File: src/rtl/intersection_ctrl.sv
// Two-way intersection right-of-way controller with a pedestrian walk phase and an EW vehicle sensor.
// Lamps are decoded from the state register and change in the cycle after a phase expires; ped_ack is registered.
// No backpressure: car_ew and ped_req are sampled every cycle, and a request waits in ped_pend until it is serviced.
module intersection_ctrl #(
    parameter logic [31:0] GREEN_T  = 32'd30,
    parameter logic [31:0] YELLOW_T = 32'd5,
    parameter logic [31:0] ALLRED_T = 32'd2,
    parameter logic [31:0] PED_T    = 32'd10
) (
    input  logic clk,
    input  logic rst,
    input  logic car_ew,
    input  logic ped_req,
    output logic ns_r,
    output logic ns_y,
    output logic ns_g,
    output logic ew_r,
    output logic ew_y,
    output logic ew_g,
    output logic walk,
    output logic ped_ack
);

    // A zero-length phase would never expire, so it is treated as one cycle.
    localparam logic [31:0] GREEN_D  = (GREEN_T  == 32'd0) ? 32'd1 : GREEN_T;
    localparam logic [31:0] YELLOW_D = (YELLOW_T == 32'd0) ? 32'd1 : YELLOW_T;
    localparam logic [31:0] ALLRED_D = (ALLRED_T == 32'd0) ? 32'd1 : ALLRED_T;
    localparam logic [31:0] PED_D    = (PED_T    == 32'd0) ? 32'd1 : PED_T;

    typedef enum logic [2:0] {
        NS_G = 3'd0,
        NS_Y = 3'd1,
        AR1  = 3'd2,
        PED  = 3'd3,
        EW_G = 3'd4,
        EW_Y = 3'd5,
        AR2  = 3'd6
    } state_t;

    state_t      state_q, state_d;
    logic [31:0] cnt_q, cnt_d;
    logic        ped_pend_q, ped_pend_d;
    logic        ped_ack_q, ped_ack_d;
    logic [31:0] phase_len;
    logic        expired;

    always_ff @(posedge clk) begin
        if (!rst) begin
            state_q    <= NS_G;
            cnt_q      <= 32'd0;
            ped_pend_q <= 1'b0;
            ped_ack_q  <= 1'b0;
        end else begin
            state_q    <= state_d;
            cnt_q      <= cnt_d;
            ped_pend_q <= ped_pend_d;
            ped_ack_q  <= ped_ack_d;
        end
    end

    always_comb begin
        phase_len = GREEN_D;
        case (state_q)
            NS_G, EW_G: phase_len = GREEN_D;
            NS_Y, EW_Y: phase_len = YELLOW_D;
            AR1, AR2:   phase_len = ALLRED_D;
            PED:        phase_len = PED_D;
            default:    phase_len = 32'd1;
        endcase
    end

    assign expired = (cnt_q == (phase_len - 32'd1));

    always_comb begin
        state_d    = state_q;
        cnt_d      = cnt_q + 32'd1;
        ped_pend_d = ped_pend_q | ped_req;
        ped_ack_d  = 1'b0;
        case (state_q)
            NS_G: begin
                if (expired) begin
                    if (car_ew || ped_pend_q) begin
                        state_d = NS_Y;
                    end else begin
                        cnt_d = cnt_q;
                    end
                end
            end
            NS_Y: begin
                if (expired) state_d = AR1;
            end
            AR1: begin
                if (expired) begin
                    if (ped_pend_q) begin
                        state_d    = PED;
                        ped_ack_d  = 1'b1;
                        // A request arriving on the service edge is kept for the next round.
                        ped_pend_d = ped_req;
                    end else begin
                        state_d = EW_G;
                    end
                end
            end
            PED: begin
                if (expired) state_d = EW_G;
            end
            EW_G: begin
                if (expired) state_d = EW_Y;
            end
            EW_Y: begin
                if (expired) state_d = AR2;
            end
            AR2: begin
                if (expired) state_d = NS_G;
            end
            default: begin
                state_d = NS_G;
            end
        endcase
        if (state_d != state_q) cnt_d = 32'd0;
    end

    // Unused encodings fall back to all-red, which keeps both heads safe.
    always_comb begin
        ns_r = 1'b1;
        ns_y = 1'b0;
        ns_g = 1'b0;
        ew_r = 1'b1;
        ew_y = 1'b0;
        ew_g = 1'b0;
        walk = 1'b0;
        case (state_q)
            NS_G: begin
                ns_r = 1'b0;
                ns_g = 1'b1;
            end
            NS_Y: begin
                ns_r = 1'b0;
                ns_y = 1'b1;
            end
            EW_G: begin
                ew_r = 1'b0;
                ew_g = 1'b1;
            end
            EW_Y: begin
                ew_r = 1'b0;
                ew_y = 1'b1;
            end
            PED:     walk = 1'b1;
            default: walk = 1'b0;
        endcase
    end

    assign ped_ack = ped_ack_q;

endmodule

File: config.mk
export PLATFORM = sky130hd
export DESIGN_NAME = intersection_ctrl
export DESIGN_NICKNAME = d
export VERILOG_FILES = /design/src/rtl/intersection_ctrl.sv
export SDC_FILE = /design/constraint.sdc
export NUM_CORES = 1
export LEC_CHECK = 0
export BUFFER_PORTS_ARGS = -buffer_cell sky130_fd_sc_hd__buf_2
export CAP_MARGIN = 20
export CORE_UTILIZATION = 55
export DETAILED_ROUTE_END_ITERATION = 7
export GPL_TIMING_DRIVEN = 1
export PLACE_DENSITY = 0.73
export SLEW_MARGIN = 20
export SYNTH_ARGS = -nofsm -noshare
export SYNTH_HDL_FRONTEND = slang
export SYNTH_SLANG_ARGS = --single-unit
File: constraint.sdc
create_clock -name clk -period 2.9 [get_ports clk]
set_clock_uncertainty 0.1 [all_clocks]
set_input_delay 0.29 -clock clk [delete_from_list [all_inputs] [get_ports clk]]
set_output_delay 0.29 -clock clk [all_outputs]
set_load 0.01 [all_outputs]
==> impl_metrics.py <==
metrics = {
    "yosys": {
        "synth_top_family_by_area": "simple AND/OR/NAND/NOR gates",
        "ys_ff_latch": 37,
        "synth_top_area_share": 0.372,
        "syn_inst": 240,
        "seq_area_frac_synth": 0.372,
        "syn_area_sq_um": 1990,
        "synth-edff-count": 0,
        "synth-simple-area-share": 0.328,
        "synth_xor_area_frac": 0.136,
        "async_reset_ff_frac": 0,
        "yosys_warnings": 0,
        "yosys.area.top_type": "dfxtp_1",
        "synth_ff_type": "dfxtp_1",
        "synth.distinct_cells": 42,
        "yosysMostFrequentCell": "nor2_1",
        "syn_nets": 246,
        "yosys-top-cells-count": "nor2_1, dfxtp_1, xor2_1, nand2_1, nand4_1",
        "synthMuxAreaShare": 0.0126,
        "synthTopCellsByArea": "dfxtp_1, xor2_1, nor2_1",
        "avgSynthCellArea_sq_um": 8.29,
        "yosys.area_share.adder": 0.0126,
        "synth_compound_area_frac": 0.0931,
    },
    "die": {
        "die-height_um": 62.1,
        "die_w_um": 62.1,
        "pin_count": 12,
        "start_util": 0.587,
        "core-area_sq_um": 3390,
        "dieArea_sq_um": 3860,
        "num_rows": 21,
    },
    "clock_network": {
        "cts_setup_buffers": 0,
        "ctsHoldBuffers": 0,
        "clock_sinks": 37,
        "htree_levels": 2,
        "cts_tree": "built",
        "clk_latency_ns": 0.35,
        "cts_root_buf": "clkbuf_4",
        "clk_path_buf_depth": 2,
        "cts_buffers": 5,
        "path_clk_slew_ns": 0.12,
        "cts.repair.resized": 0,
    },
    "timing": {
        "setup_violations": 0,
        "finalCriticalPeriod_ns": 2.60,
        "hold-worst-slack_ns": 0.0474,
        "drv_slew": 0,
        "max_freq_ghz": 0.385,
        "rsz0062_at_grt": "no",
        "finalCritPeriodShare": 0.895,
        "hold_viol": 0,
        "tightest_slew_ns": 0.670,
        "fin_setup_tns_ns": 0,
        "slew_headroom": 0.542,
    },
    "worst_hold_path": {
        "hold_start": "ped_req",
        "min_path_cells": 3,
        "min_path_type": "input pin to flop",
    },
    "worst_setup_path": {
        "startpoint": "state_q[2]",
        "r2r_cells": 11,
        "startpoint_type": "flop",
        "critical_path.endpoint_type": "flop",
        "path_max_fanout": 4,
        "cp.arrival_ns": 2.79,
        "cp_data_required_time_ns": 3.09,
        "crit_type": "flop to flop",
        "rr_startpoint": "state_q[2]",
    },
    "global_route": {
        "antenna_found_initial": 0,
        "grt_pass1_wl_mm": 6.79,
        "grt_max_degree": 18,
        "grt_pass1_vias": 1531,
        "overflow": 0,
        "grt.total_usage": 0.219,
    },
    "flow_run": {
        "cap_violations": 0,
    },
    "power": {
        "p_sw_frac": 0.267,
        "p_clk_frac": 0.329,
        "power.switching_uw": 257,
        "pwr-share-seq": 0.552,
        "power_uw": 960,
        "intPower_uw": 704,
        "ir_worst_vdd_mv": 0.248,
        "p_leak_uw": 0.000813,
        "power.density_nw_per_um2": 444,
        "pwr-share-comb": 0.120,
    },
    "cells_and_area": {
        "fin_util": 0.638,
        "multi_input_area_sq_um": 1160,
        "final_cells": 302,
        "layout.nets": 261,
        "area_growth_syn_to_layout_pct": 8.68,
        "drive_above_1_share": 0.141,
        "ff_latch_area_sq_um": 741,
        "nFillCells": 298,
        "n_antenna_cell": 0,
    },
    "routing": {
        "dr.first_iter.drc_count": 153,
        "ant_nets": 0,
        "vias": 1696,
        "post_drt_wl_per_cell_um": 12.9,
        "dr.pass1.iters": 4,
        "vias_per_cell": 5.62,
        "drc": 0,
        "wl_mm": 3.91,
    },
    "status": {
        "status": "complete, no violations",
    },
    "placed_design": {
        "io_buffer_count": 11,
        "dp.cells": 294,
        "gp_routability_congestion": 0.790,
        "hpwl_mm": 2.81,
    },
}
## registers in the layout (all words and copies together), names as in the netlist
name and count:
cnt_q 32, state_q 3, ped_ack 1, ped_pend_q 1
## critical path, stage by stage, from the launching register on
cell and delay [ns]:
dfxtp_1 0.33, inv_1 0.08, nand2_1 0.10, nand2_1 0.10, inv_1 0.05, ha_1 0.27
xor2_1 0.17, nand4_1 0.21, a2111oi_0 0.64, and3_1 0.26, a31oi_1 0.08, a21oi_1 0.15
## stage by stage
stage	instance area [sq um]	worst slack (ns)
2_1_floorplan	1990	0.309
3_3_place_gp	2090	0.419
3_5_place_dp	2090	0.368
4_1_cts	2160	0.337
5_1_grt	2160	0.106
6_report	2160	0.303
## layer usage
layer / vias up / global-route usage / wire length, um
li1: 877 / - / -
met1: 785 / 0.294 / 1940
met2: 28 / 0.332 / 1750
met3: 6 / 0.0533 / 153
met4: 0 / 0.0988 / 60
met5: - / 0 / 0
## cell families after synthesis
kind of cell,count (synthesis)
and+or+nand+nor,126
AOI/OAI and AO/OA,25
muxes,2
DFF,37
adders and majority gates,2
xor gates and xnor gates,31
buffers and inverters,17
## power by group through the flow
stage               clock, uW  sequential (uW)  combinational (uW)
detailed placement          0              541                 115
global placement            0              541                 114
CTS                       320              529                 115
floorplan                   0              535                91.8
global route              343              531                 127
finish                    315              530                 115
## cell usage in the layout (no fill, tap or decap), drive strengths merged, types with 2 or more instances in the layout
cell type,count
and3b,2
a21oi,7
inv,7
nand2,19
o21ai,6
xnor2,8
a31oi,3
nand2b,2
nand3,14
ha,2
or3,3
nor4,7
dfxtp,37
nor2,41
nand4,15
buf,18
and3,3
a2111oi,3
nor2b,2
a211oi,3
xor2,23
and4,3
nor3,10
clkbuf,7
or2,2
## worst paths after layout
| kind | slack [ns] | to |
|---|---|---|
| max | 0.30 | cnt_q[4] |
| min reg2reg | 0.45 | cnt_q[26] |
| max reg2reg | 0.30 | cnt_q[4] |
| min | 0.05 | ped_pend_q |
## area by class of cell
| cell class | count | share of cell area |
|---|---|---|
| Clock inverter | 1 | 0.00231 |
| Clock buffer | 7 | 0.0301 |
| Sequential cell | 37 | 0.343 |
| Multi-Input combinational cell | 186 | 0.536 |
| Timing Repair Buffer | 18 | 0.0498 |
| Inverter | 7 | 0.0122 |
| Tap cell | 46 | 0.0266 |
Power figures use the tool's default switching activity.
